$ cat config.mk
export PLATFORM = sky130hd
export DESIGN_NAME = cb_seg_ctrl_param
export DESIGN_NICKNAME = d
export VERILOG_FILES = /design/src/rtl/cb_seg_ctrl_param.sv
export SDC_FILE = /design/constraint.sdc
export NUM_CORES = 1
export LEC_CHECK = 0
export BUFFER_PORTS_ARGS = -buffer_cell sky130_fd_sc_hd__clkbuf_2
export CAP_MARGIN = 20
export CORE_MARGIN = 5
export CORE_UTILIZATION = 54
export DETAILED_ROUTE_END_ITERATION = 8
export GPL_TIMING_DRIVEN = 0
export PLACE_DENSITY = 0.78
export SLEW_MARGIN = 20
export SYNTH_ARGS = -nofsm -noshare
export SYNTH_HDL_FRONTEND = slang
export SYNTH_SLANG_ARGS = --single-unit
$ cat constraint.sdc
create_clock -name clk -period 3.85 [get_ports clk]
set_input_delay 0.385 -clock clk [delete_from_list [all_inputs] [get_ports clk]]
set_output_delay 0.385 -clock clk [all_outputs]
set_load 0.005 [all_outputs]
$ cat src/rtl/cb_seg_ctrl_param.sv
// cb_seg_ctrl_param - parametrised code-block segmentation controller.
// Pops one transport-block descriptor, then streams C- blocks of K- bits
// followed by C+ blocks of K+ bits, one bit per accepted transfer. Each bit
// is sourced from filler, the data FIFO or the external CRC engine, whose
// init/enable/shift controls are driven from here.
// Optional build macro: CBS_STATS_EN enables the block/descriptor counters;
// without it stat_blk_cnt and stat_tb_cnt are tied to zero.
module cb_seg_ctrl_param #(
    parameter int CNT_W   = 16,
    parameter int NBLK_W  = 4,
    parameter int CRC_LEN = 24,
    parameter int DESC_W  = 3*CNT_W + 2*NBLK_W
) (
    input  logic              clk,
    input  logic              reset,
    input  logic              desc_empty,
    input  logic [DESC_W-1:0] desc_q,
    output logic              desc_rd,
    input  logic              data_empty,
    output logic              data_rd,
    input  logic              out_ready,
    output logic              out_valid,
    output logic [1:0]        out_sel,
    output logic              out_sop,
    output logic              out_eop,
    output logic              out_kplus,
    output logic              crc_init,
    output logic              crc_en,
    output logic              crc_shift,
    output logic              desc_err,
    output logic [15:0]       stat_blk_cnt,
    output logic [15:0]       stat_tb_cnt
);

    typedef enum logic [2:0] {
        S_IDLE,
        S_DESC_LD,
        S_BLK_INIT,
        S_FILL,
        S_DATA,
        S_CRC,
        S_BLK_END
    } state_t;

    localparam logic [CNT_W-1:0] L_VAL = CNT_W'(CRC_LEN);

    state_t r_state, r_state_next;

    // latched descriptor fields and per-block counters
    logic [NBLK_W-1:0] r_cplus_left, r_cminus_left;
    logic [CNT_W-1:0]  r_kplus, r_kminus, r_filler, r_l;
    logic [CNT_W-1:0]  r_fill_cnt, r_data_cnt, r_crc_cnt;
    logic              r_first, r_kplus_sel, r_sop_pend;

    // descriptor field decode, only meaningful while in DESC_LD
    logic [CNT_W-1:0]  w_filler, w_kminus, w_kplus, w_l, w_kfirst;
    logic [NBLK_W-1:0] w_cminus, w_cplus;
    logic [NBLK_W:0]   w_c;
    logic              w_bad;

    assign w_filler = desc_q[CNT_W-1:0];
    assign w_kminus = desc_q[2*CNT_W-1:CNT_W];
    assign w_kplus  = desc_q[3*CNT_W-1:2*CNT_W];
    assign w_cminus = desc_q[3*CNT_W+NBLK_W-1:3*CNT_W];
    assign w_cplus  = desc_q[3*CNT_W+2*NBLK_W-1:3*CNT_W+NBLK_W];
    assign w_c      = {1'b0, w_cplus} + {1'b0, w_cminus};
    assign w_l      = (w_c > (NBLK_W+1)'(1)) ? L_VAL : '0;
    assign w_kfirst = (w_cminus != '0) ? w_kminus : w_kplus;

    // a block must hold at least one data bit after filler and CRC
    assign w_bad = (w_c == '0)
                 || ((w_cplus  != '0) && (w_kplus  <= w_l))
                 || ((w_cminus != '0) && (w_kminus <= w_l))
                 || (({1'b0, w_filler} + {1'b0, w_l}) >= {1'b0, w_kfirst});

    // block sizing used in BLK_INIT: K- blocks go first
    logic              w_use_minus;
    logic [CNT_W-1:0]  w_k, w_fill_ld;
    logic              w_more_blk;
    logic              w_xfer;

    assign w_use_minus = (r_cminus_left != '0);
    assign w_k         = w_use_minus ? r_kminus : r_kplus;
    assign w_fill_ld   = r_first ? r_filler : '0;
    assign w_more_blk  = (r_cplus_left != '0) || (r_cminus_left != '0);
    assign out_kplus   = r_kplus_sel;

    // state register
    always_ff @(posedge clk or posedge reset) begin
        if (reset) r_state <= S_IDLE;
        else       r_state <= r_state_next;
    end

    // next-state and output decode; every transfer-dependent output is
    // gated by out_valid & out_ready so stalls hold everything
    always_comb begin
        r_state_next = r_state;
        desc_rd      = 1'b0;
        data_rd      = 1'b0;
        out_valid    = 1'b0;
        out_sel      = 2'd0;
        out_eop      = 1'b0;
        crc_init     = 1'b0;
        crc_en       = 1'b0;
        crc_shift    = 1'b0;
        desc_err     = 1'b0;
        w_xfer       = 1'b0;
        case (r_state)
            S_IDLE: begin
                if (!desc_empty && !reset) begin
                    desc_rd      = 1'b1;
                    r_state_next = S_DESC_LD;
                end
            end
            S_DESC_LD: begin
                if (w_bad) begin
                    desc_err     = 1'b1;
                    r_state_next = S_IDLE;
                end else begin
                    r_state_next = S_BLK_INIT;
                end
            end
            S_BLK_INIT: begin
                crc_init     = 1'b1;
                r_state_next = (w_fill_ld != '0) ? S_FILL : S_DATA;
            end
            S_FILL: begin
                out_valid = 1'b1;
                out_sel   = 2'd0;
                w_xfer    = out_ready;
                if (w_xfer && (r_fill_cnt == CNT_W'(1)))
                    r_state_next = S_DATA;
            end
            S_DATA: begin
                out_valid = !data_empty;
                out_sel   = 2'd1;
                w_xfer    = out_valid && out_ready;
                data_rd   = w_xfer;
                crc_en    = w_xfer;
                out_eop   = out_valid && (r_data_cnt == CNT_W'(1)) && (r_l == '0);
                if (w_xfer && (r_data_cnt == CNT_W'(1)))
                    r_state_next = (r_l != '0) ? S_CRC : S_BLK_END;
            end
            S_CRC: begin
                out_valid = 1'b1;
                out_sel   = 2'd2;
                w_xfer    = out_ready;
                crc_shift = w_xfer;
                out_eop   = (r_crc_cnt == CNT_W'(1));
                if (w_xfer && (r_crc_cnt == CNT_W'(1)))
                    r_state_next = S_BLK_END;
            end
            S_BLK_END: begin
                r_state_next = w_more_blk ? S_BLK_INIT : S_IDLE;
            end
            default: r_state_next = S_IDLE;
        endcase
    end

    assign out_sop = out_valid && r_sop_pend;

    // descriptor latch, block setup and bit counters
    always_ff @(posedge clk or posedge reset) begin
        if (reset) begin
            r_cplus_left  <= '0;
            r_cminus_left <= '0;
            r_kplus       <= '0;
            r_kminus      <= '0;
            r_filler      <= '0;
            r_l           <= '0;
            r_fill_cnt    <= '0;
            r_data_cnt    <= '0;
            r_crc_cnt     <= '0;
            r_first       <= 1'b0;
            r_kplus_sel   <= 1'b0;
            r_sop_pend    <= 1'b0;
        end else begin
            if (w_xfer)
                r_sop_pend <= 1'b0;
            case (r_state)
                S_DESC_LD: begin
                    if (!w_bad) begin
                        r_cplus_left  <= w_cplus;
                        r_cminus_left <= w_cminus;
                        r_kplus       <= w_kplus;
                        r_kminus      <= w_kminus;
                        r_filler      <= w_filler;
                        r_l           <= w_l;
                        r_first       <= 1'b1;
                    end
                end
                S_BLK_INIT: begin
                    r_fill_cnt  <= w_fill_ld;
                    r_data_cnt  <= w_k - r_l - w_fill_ld;
                    r_crc_cnt   <= r_l;
                    r_first     <= 1'b0;
                    r_kplus_sel <= !w_use_minus;
                    r_sop_pend  <= 1'b1;
                    if (w_use_minus) r_cminus_left <= r_cminus_left - NBLK_W'(1);
                    else             r_cplus_left  <= r_cplus_left  - NBLK_W'(1);
                end
                S_FILL: if (w_xfer) r_fill_cnt <= r_fill_cnt - CNT_W'(1);
                S_DATA: if (w_xfer) r_data_cnt <= r_data_cnt - CNT_W'(1);
                S_CRC:  if (w_xfer) r_crc_cnt  <= r_crc_cnt  - CNT_W'(1);
                default: ;
            endcase
        end
    end

`ifdef CBS_STATS_EN
    logic [15:0] r_stat_blk, r_stat_tb;

    // saturating counts of finished blocks and finished descriptors
    always_ff @(posedge clk or posedge reset) begin
        if (reset) begin
            r_stat_blk <= '0;
            r_stat_tb  <= '0;
        end else if (r_state == S_BLK_END) begin
            if (r_stat_blk != 16'hFFFF)
                r_stat_blk <= r_stat_blk + 16'd1;
            if (!w_more_blk && (r_stat_tb != 16'hFFFF))
                r_stat_tb <= r_stat_tb + 16'd1;
        end
    end

    assign stat_blk_cnt = r_stat_blk;
    assign stat_tb_cnt  = r_stat_tb;
`else
    assign stat_blk_cnt = 16'd0;
    assign stat_tb_cnt  = 16'd0;
`endif

endmodule

# Word level (Yosys, flattened, before mapping)
# Index checks and enable logic that the tools add are counted.
op_classes:
  n_mux: 40
  bitwise: 1
  eq_ne: 19
  reduce_logical: 41
  addsub: 9
  magnitude_cmp: 4
op_table:
  columns: ["operator", "n"]
  rows:
  - ["16-bit two-way mux", 6]
  - ["16-bit case mux with 2 select lines", 3]
  - ["16-bit by 1-bit equality test with 1-bit output, second input constant", 3]
  - ["16-bit by 1-bit subtractor with 16-bit output, second input constant", 3]
  - ["16-bit by 5-bit <= comparator with 1-bit output", 2]
  - ["16-bit nonzero test", 2]
  - ["16-bit subtractor", 2]
  - ["3-bit case mux with 7 select lines", 1]
  - ["2-bit inequality test, second input constant", 10]
  - ["16-bit by 5-bit adder with 17-bit output", 1]
  - ["17-bit by 16-bit >= comparator with 1-bit output", 1]
  - ["16-bit zero test", 1]
  - ["4-bit two-way mux", 4]
  - ["4-bit case mux with 2 select lines", 2]
  - ["4-bit nonzero test", 4]
  - ["3-bit two-way mux", 5]
  - ["1-bit logical AND", 10]
  - ["1-bit two-way mux", 10]
  - ["2-bit AND reduction", 5]
  - ["2-bit nonzero test", 5]
  - ["3-bit equality test, second input constant", 3]
  - ["1-bit case mux with 2 select lines", 4]
  - ["4-bit by 1-bit subtractor with 4-bit output, second input constant", 2]
  - ["3-bit by 2-bit equality test with 1-bit output, second input constant", 2]
  - ["other kinds (14)", 23]
word_totals:
  out_inout_bits: 44
  register_bits: 126

# Logic depth before layout (Yosys ltp)
depth:
  depth_word: 10
  depth_mapped: 19

# Worst setup path before layout
# No wires, ideal clock.
synth_path:
  path_type: "input-to-reg"
  start: "input port desc_q[48]"
  end: "register r_kminus[11]"
  cell_stages: 18
  setup_time_ns: 0.125
  setup_slack_ns: -0.384
  arrival_time_ns: 4.109
  cell_sequence: "ha_1 inv_1 fa_1 a2111oi_0 o21ai_0 ha_1 fa_1 nand3_1 xnor2_1 ha_1 nand4_1 nor2_1 a31oi_1 o2111ai_1 a21oi_2 nand3_4 buf_2 mux2_2"
synth_via:
  elab_chain_cells: 10
  word_cells_on_any_way: 17
synth_lines:
  columns: ["element", "line", "rtl"]
  rows:
  - ["start, declared", "17", "input logic [DESC_W-1:0] desc_q,"]
  - ["4-bit by 4-bit adder with 5-bit output (*)", "66", "assign w_c = {1'b0, w_cplus} + {1'b0, w_cminus};"]
  - ["5-bit by 1-bit > comparator with 1-bit output (*)", "67", "assign w_l = (w_c > (NBLK_W+1)'(1)) ? L_VAL : '0;"]
  - ["5-bit two-way mux (*)", "67", null]
  - ["via w_l[3]", "56", "logic [CNT_W-1:0] w_filler, w_kminus, w_kplus, w_l, w_kfirst;"]
  - ["branches (longest 4 deep; another with 16-bit by 5-bit adder with 17-bit output)", null, null]
  - ["1-bit logical OR (*)", "74", "|| (({1'b0, w_filler} + {1'b0, w_l}) >= {1'b0, w_kfirst});"]
  - ["1-bit NOT (no source line) (*)", null, null]
  - ["2-bit AND reduction (no source line) (*)", null, null]
  - ["end signal, assigned", "186", "r_kminus <= w_kminus;"]
  - ["end, declared", "51", "logic [CNT_W-1:0] r_kplus, r_kminus, r_filler, r_l;"]
# Mark *: on every way through the listed nets, which the timed path passes.
# A chain may end at the register's enable or synchronous reset.

# Worst setup path in the final report
layout_path:
  start: "input port desc_q[48]"
  end: "output port desc_err"
layout_via:
  elab_chain_cells: 10
  word_cells_on_any_way: 17
layout_lines:
  columns: ["element", "line", "rtl"]
  rows:
  - ["4-bit by 4-bit adder with 5-bit output (*)", "66", null]
  - ["5-bit by 1-bit > comparator with 1-bit output (*)", "67", null]
  - ["5-bit two-way mux (*)", "67", null]
  - ["via w_l[3]", "56", null]
  - ["branches (longest 4 deep; another with 16-bit by 5-bit adder with 17-bit output)", null, null]
  - ["1-bit logical OR (*)", "74", null]
  - ["1-bit two-way mux (*)", "116", "if (w_bad) begin"]
  - ["1-bit two-way mux (*)", "108", "case (r_state)"]
  - ["end, declared", "30", "output logic desc_err,"]
# Marked as above.

==> impl_results.md <==
* Worst Setup Start Kind: input port
* Share of the synthesized area in the top cell type at 34.4%
* Number of hold violations in the final report at 0
* Count of boundary I/O pins at 105
* Total via count in the routed design at 7272
* Routed wire length per instance at 18.6 um
* Mux cell area share after synthesis at 10.1%
* Register bit count reported by yosys at 111
* Total track usage at 25.2%
* Maximum number of pins on one net before global-route repair at 78
* Final core area utilization at 66.9%
* CP arrival at 3830 ps
* CTS buffer count at 9
* Clock skew after layout at 8.17 ps
* Synth cell types at 72
* Library cell contributing the largest single delay on the critical path: fa_1
* Top-count cell post-synth: dfrtp_1
* Crit path buffers/inverters at 4
* Overall power at 9.24 mW
* DR iter-0 viols at 682
* Detailed Place HPWL at 16.8 mm
* Critical path, cell by cell: buf_8 > ha_4 > inv_2 > fa_1 > nor4b_4 > o21ai_4 > ha_4 > buf_4 > a21o_4 > nand2_1 > xnor2_2 > ha_1 > nand4_1 > nor2_1 > a31oi_1 > o2111ai_1 > a21oi_2 > nand2_1 > and2_4 > buf_6
* Number of standard cells after synthesis at 903
* RSZ-0062 raised after global routing: yes
* Required @ worst endpoint at 3460 ps
* Ant. Diodes at 0
* Synthesized cell area at 0.00807 mm2
* Synth Area in Adders at 10.5%
* Nature of the critical path endpoint: output pin
* Type of the worst min-delay path: in -> async
* Static power due to leakage at 4.52 nW
* Reg clk slew, reported paths at 80 ps
* Sum of routed wire length over all layers at 22.9 mm
* Ratio of cells with drive above 1 in the final layout at 26.0%
* Area Growth Syn to Fin at 21.0%
* Final Critical Period at 4220 ps
* Path type of the worst setup path: in -> out
* Sequential cell area fraction in the yosys report at 34.4%
* Highest Clock Rate at 237 MHz
* Setup crit start: desc_q[48]
* Die width at 132 um
* First-pass GRT wire length at 35.7 mm
* Global placement routability congestion at 0.934
* Initial core utilization at 55.3%
* Post-layout worst setup margin at -369 ps
* Slew margin rel. at 54.7%
* Skew-Pair Late Insertion Delay at 370 ps
* Area leader, netlist: dfrtp_1
* Number of global-route vias before repair at 6841
* Most numerous cell types in the synthesized netlist: dfrtp_1 (111), nand2_1 (78), nor2_1 (78)
* Sink count of the clock tree at 111
* GRT Residual Overflow at 0
* Number of iterations in the first detailed-routing pass at 5
* Area share of xor/xnor cells in the synthesized design at 3.80%
* CTS HTree Levels at 3
* Count of fill cells added during filler insertion at 1147
* Ys Warns at 0
* Final antenna-violating net count at 0
* Run status: finished, violations left
* CORE AREA at 0.0146 mm2
* Final Cycle Share at 110%
* Number of antenna violations at the first check in global routing at 0
* Area contributors post-synth: dfrtp_1 (34%), ha_1 (9.3%), mux2_2 (6.4%), o21ai_0 (4.4%), mux2i_1 (3.7%)
* Buffers from clock root to sink, at most at 2
* Post-synth top flop: dfrtp_1
* Via-per-instance ratio at 5.88
* Cell family contributing the most delay on the critical path: adder cells
* Full die area at 0.0175 mm2
* Failing checks: setup timing
* Number of cell rows at 44
* Number of hold-repair buffers added at the cts stage at 0
* Clock tree from TritonCTS: done
* Number of flops mapped to enable cells by yosys at 0
* Max-Cap Viols at 0
* Largest family of logic cells by synthesized area: simple AND/OR/NAND/NOR gates
* Peak VDD IR at 556 uV
* Synth Area in Simple Gates at 18.4%
* Synth Area per Inst at 8.94 um2
* Number of pins with negative max-slew slack in the final report at 0
* Final #Nets at 1173
* Count of buffers from port buffering at 72
* Die height at 132 um
* Maximum fanout along the worst path at 6
* Total setup violations reported at the end of the flow at 59
* Cell chosen for the clock root: clkbuf_16
* Area fraction in compound gates after synthesis at 15.2%
* Proportion of synthesized flip-flops having asynchronous set or reset at 100%
* Drt drc at 0
* Transition time at the pin with the least slew margin at 680 ps
* Power per cell area at 946 mW/mm2
* Largest stage delay on the critical path at 490 ps
* Startpoint of the worst register-to-register path: r_cminus_left[0]$_DFFE_PP0P_
[kinds of logic (layout without fill, tap and decap cells)]
family | Yosys count | in the layout
xor+xnor | 35 | 35
compound gates | 197 | 197
fa+ha+maj | 65 | 65
flops | 111 | 111
other cells | 1 | 32
mux | 76 | 76
simple gates | 299 | 299
buf+inv | 119 | 237
[state kept, by name (all words and copies together) (netlist names), 3 cells and up]
register,count
r_data_cnt,16
r_cminus_left,4
r_kminus,16
r_fill_cnt,16
r_state,3
r_kplus,16
r_crc_cnt,16
r_filler,16
r_cplus_left,4
[power breakdown]
part           internal, mW  total, mW  switching [mW]
clock network         0.593       1.05           0.459
registers              1.73       2.21           0.482
logic                  2.71       5.98            3.26
[layout by cell type (no fill, tap or decap), types with 9 or more instances in the layout]
master | netlist | routed
clkbuf_1 | 23 | 21
nor4_1 | 16 | 16
mux2i_1 | 30 | 28
a21oi_1 | 53 | 49
nand2_1 | 78 | 73
a21o_1 | 10 | 9
nor3_1 | 25 | 24
xor2_1 | 10 | 10
nand3_1 | 22 | 18
buf_4 | 34 | 63
nor2_1 | 78 | 77
inv_1 | 52 | 48
clkbuf_16 | 0 | 9
xnor2_1 | 25 | 18
mux2_2 | 46 | 46
ha_1 | 60 | 52
dfrtp_1 | 111 | 111
clkbuf_2 | 0 | 67
conb_1 | 1 | 32
o21ai_0 | 71 | 64
a31oi_1 | 14 | 13
and2_1 | 21 | 20
[area by class of cell]
cell class | count | area (um2) | share of cell area (%)
Inverter | 53 | 204 | 2.09
Buffer | 65 | 447 | 4.57
Multi-Input combinational cell | 704 | 5130 | 52.6
Clock buffer | 10 | 239 | 2.45
Clock inverter | 6 | 92.6 | 0.948
Timing Repair Buffer | 103 | 643 | 6.59
Sequential cell | 111 | 2780 | 28.4
Tap cell | 184 | 230 | 2.36
[what timing repair did]
item,in CTS,in global routing
setup buffers,18,12
gates resized for setup,50,38
pin swaps,26,29
endpoints found under the setup margin,70,65
cloned,1,0
endpoints found under the hold margin,0,0
[final timing paths]
path                                              endpoint  slack (ps)  depth (start not counted)
worst max-delay path                              desc_err        -370                         20
worst min-delay path              r_crc_cnt[2]$_DFFE_PP0P_          10                          2
worst max register to register  r_data_cnt[15]$_DFFE_PP0P_          20                         17
worst min register to register      r_sop_pend$_DFFE_PP0P_         480                          2
max in group asynchronous        r_fill_cnt[0]$_DFFE_PP0P_        3130                          3
min in group clk                  r_kminus[11]$_DFFE_PP0P_         280                          2
[through the flow]
step / TNS, ps / hold WS [ps] / cell area (um2) / worst slack (ps) / std cells
2_1_floorplan: 0 / 437 / 8220 / 16.6 / 934
6_report: -11750 / 14.8 / 9770 / -369 / 1236
5_1_grt: -18280 / 55.5 / 9770 / -455 / 1236
4_1_cts: -8850 / 20.6 / 9510 / -339 / 1225
3_5_place_dp: -44950 / 419 / 8840 / -758 / 1191
3_3_place_gp: -137290 / 460 / 8810 / -873 / 1190
[routing by layer]
metal	wire (um)	GRT usage, %	vias up
li1	-	-	3449
met1	9860	33.3	3474
met2	10700	39.6	297
met3	1550	5.61	52
met4	809	11.2	0
met5	0	0	-
Power figures use the tool's default switching activity.
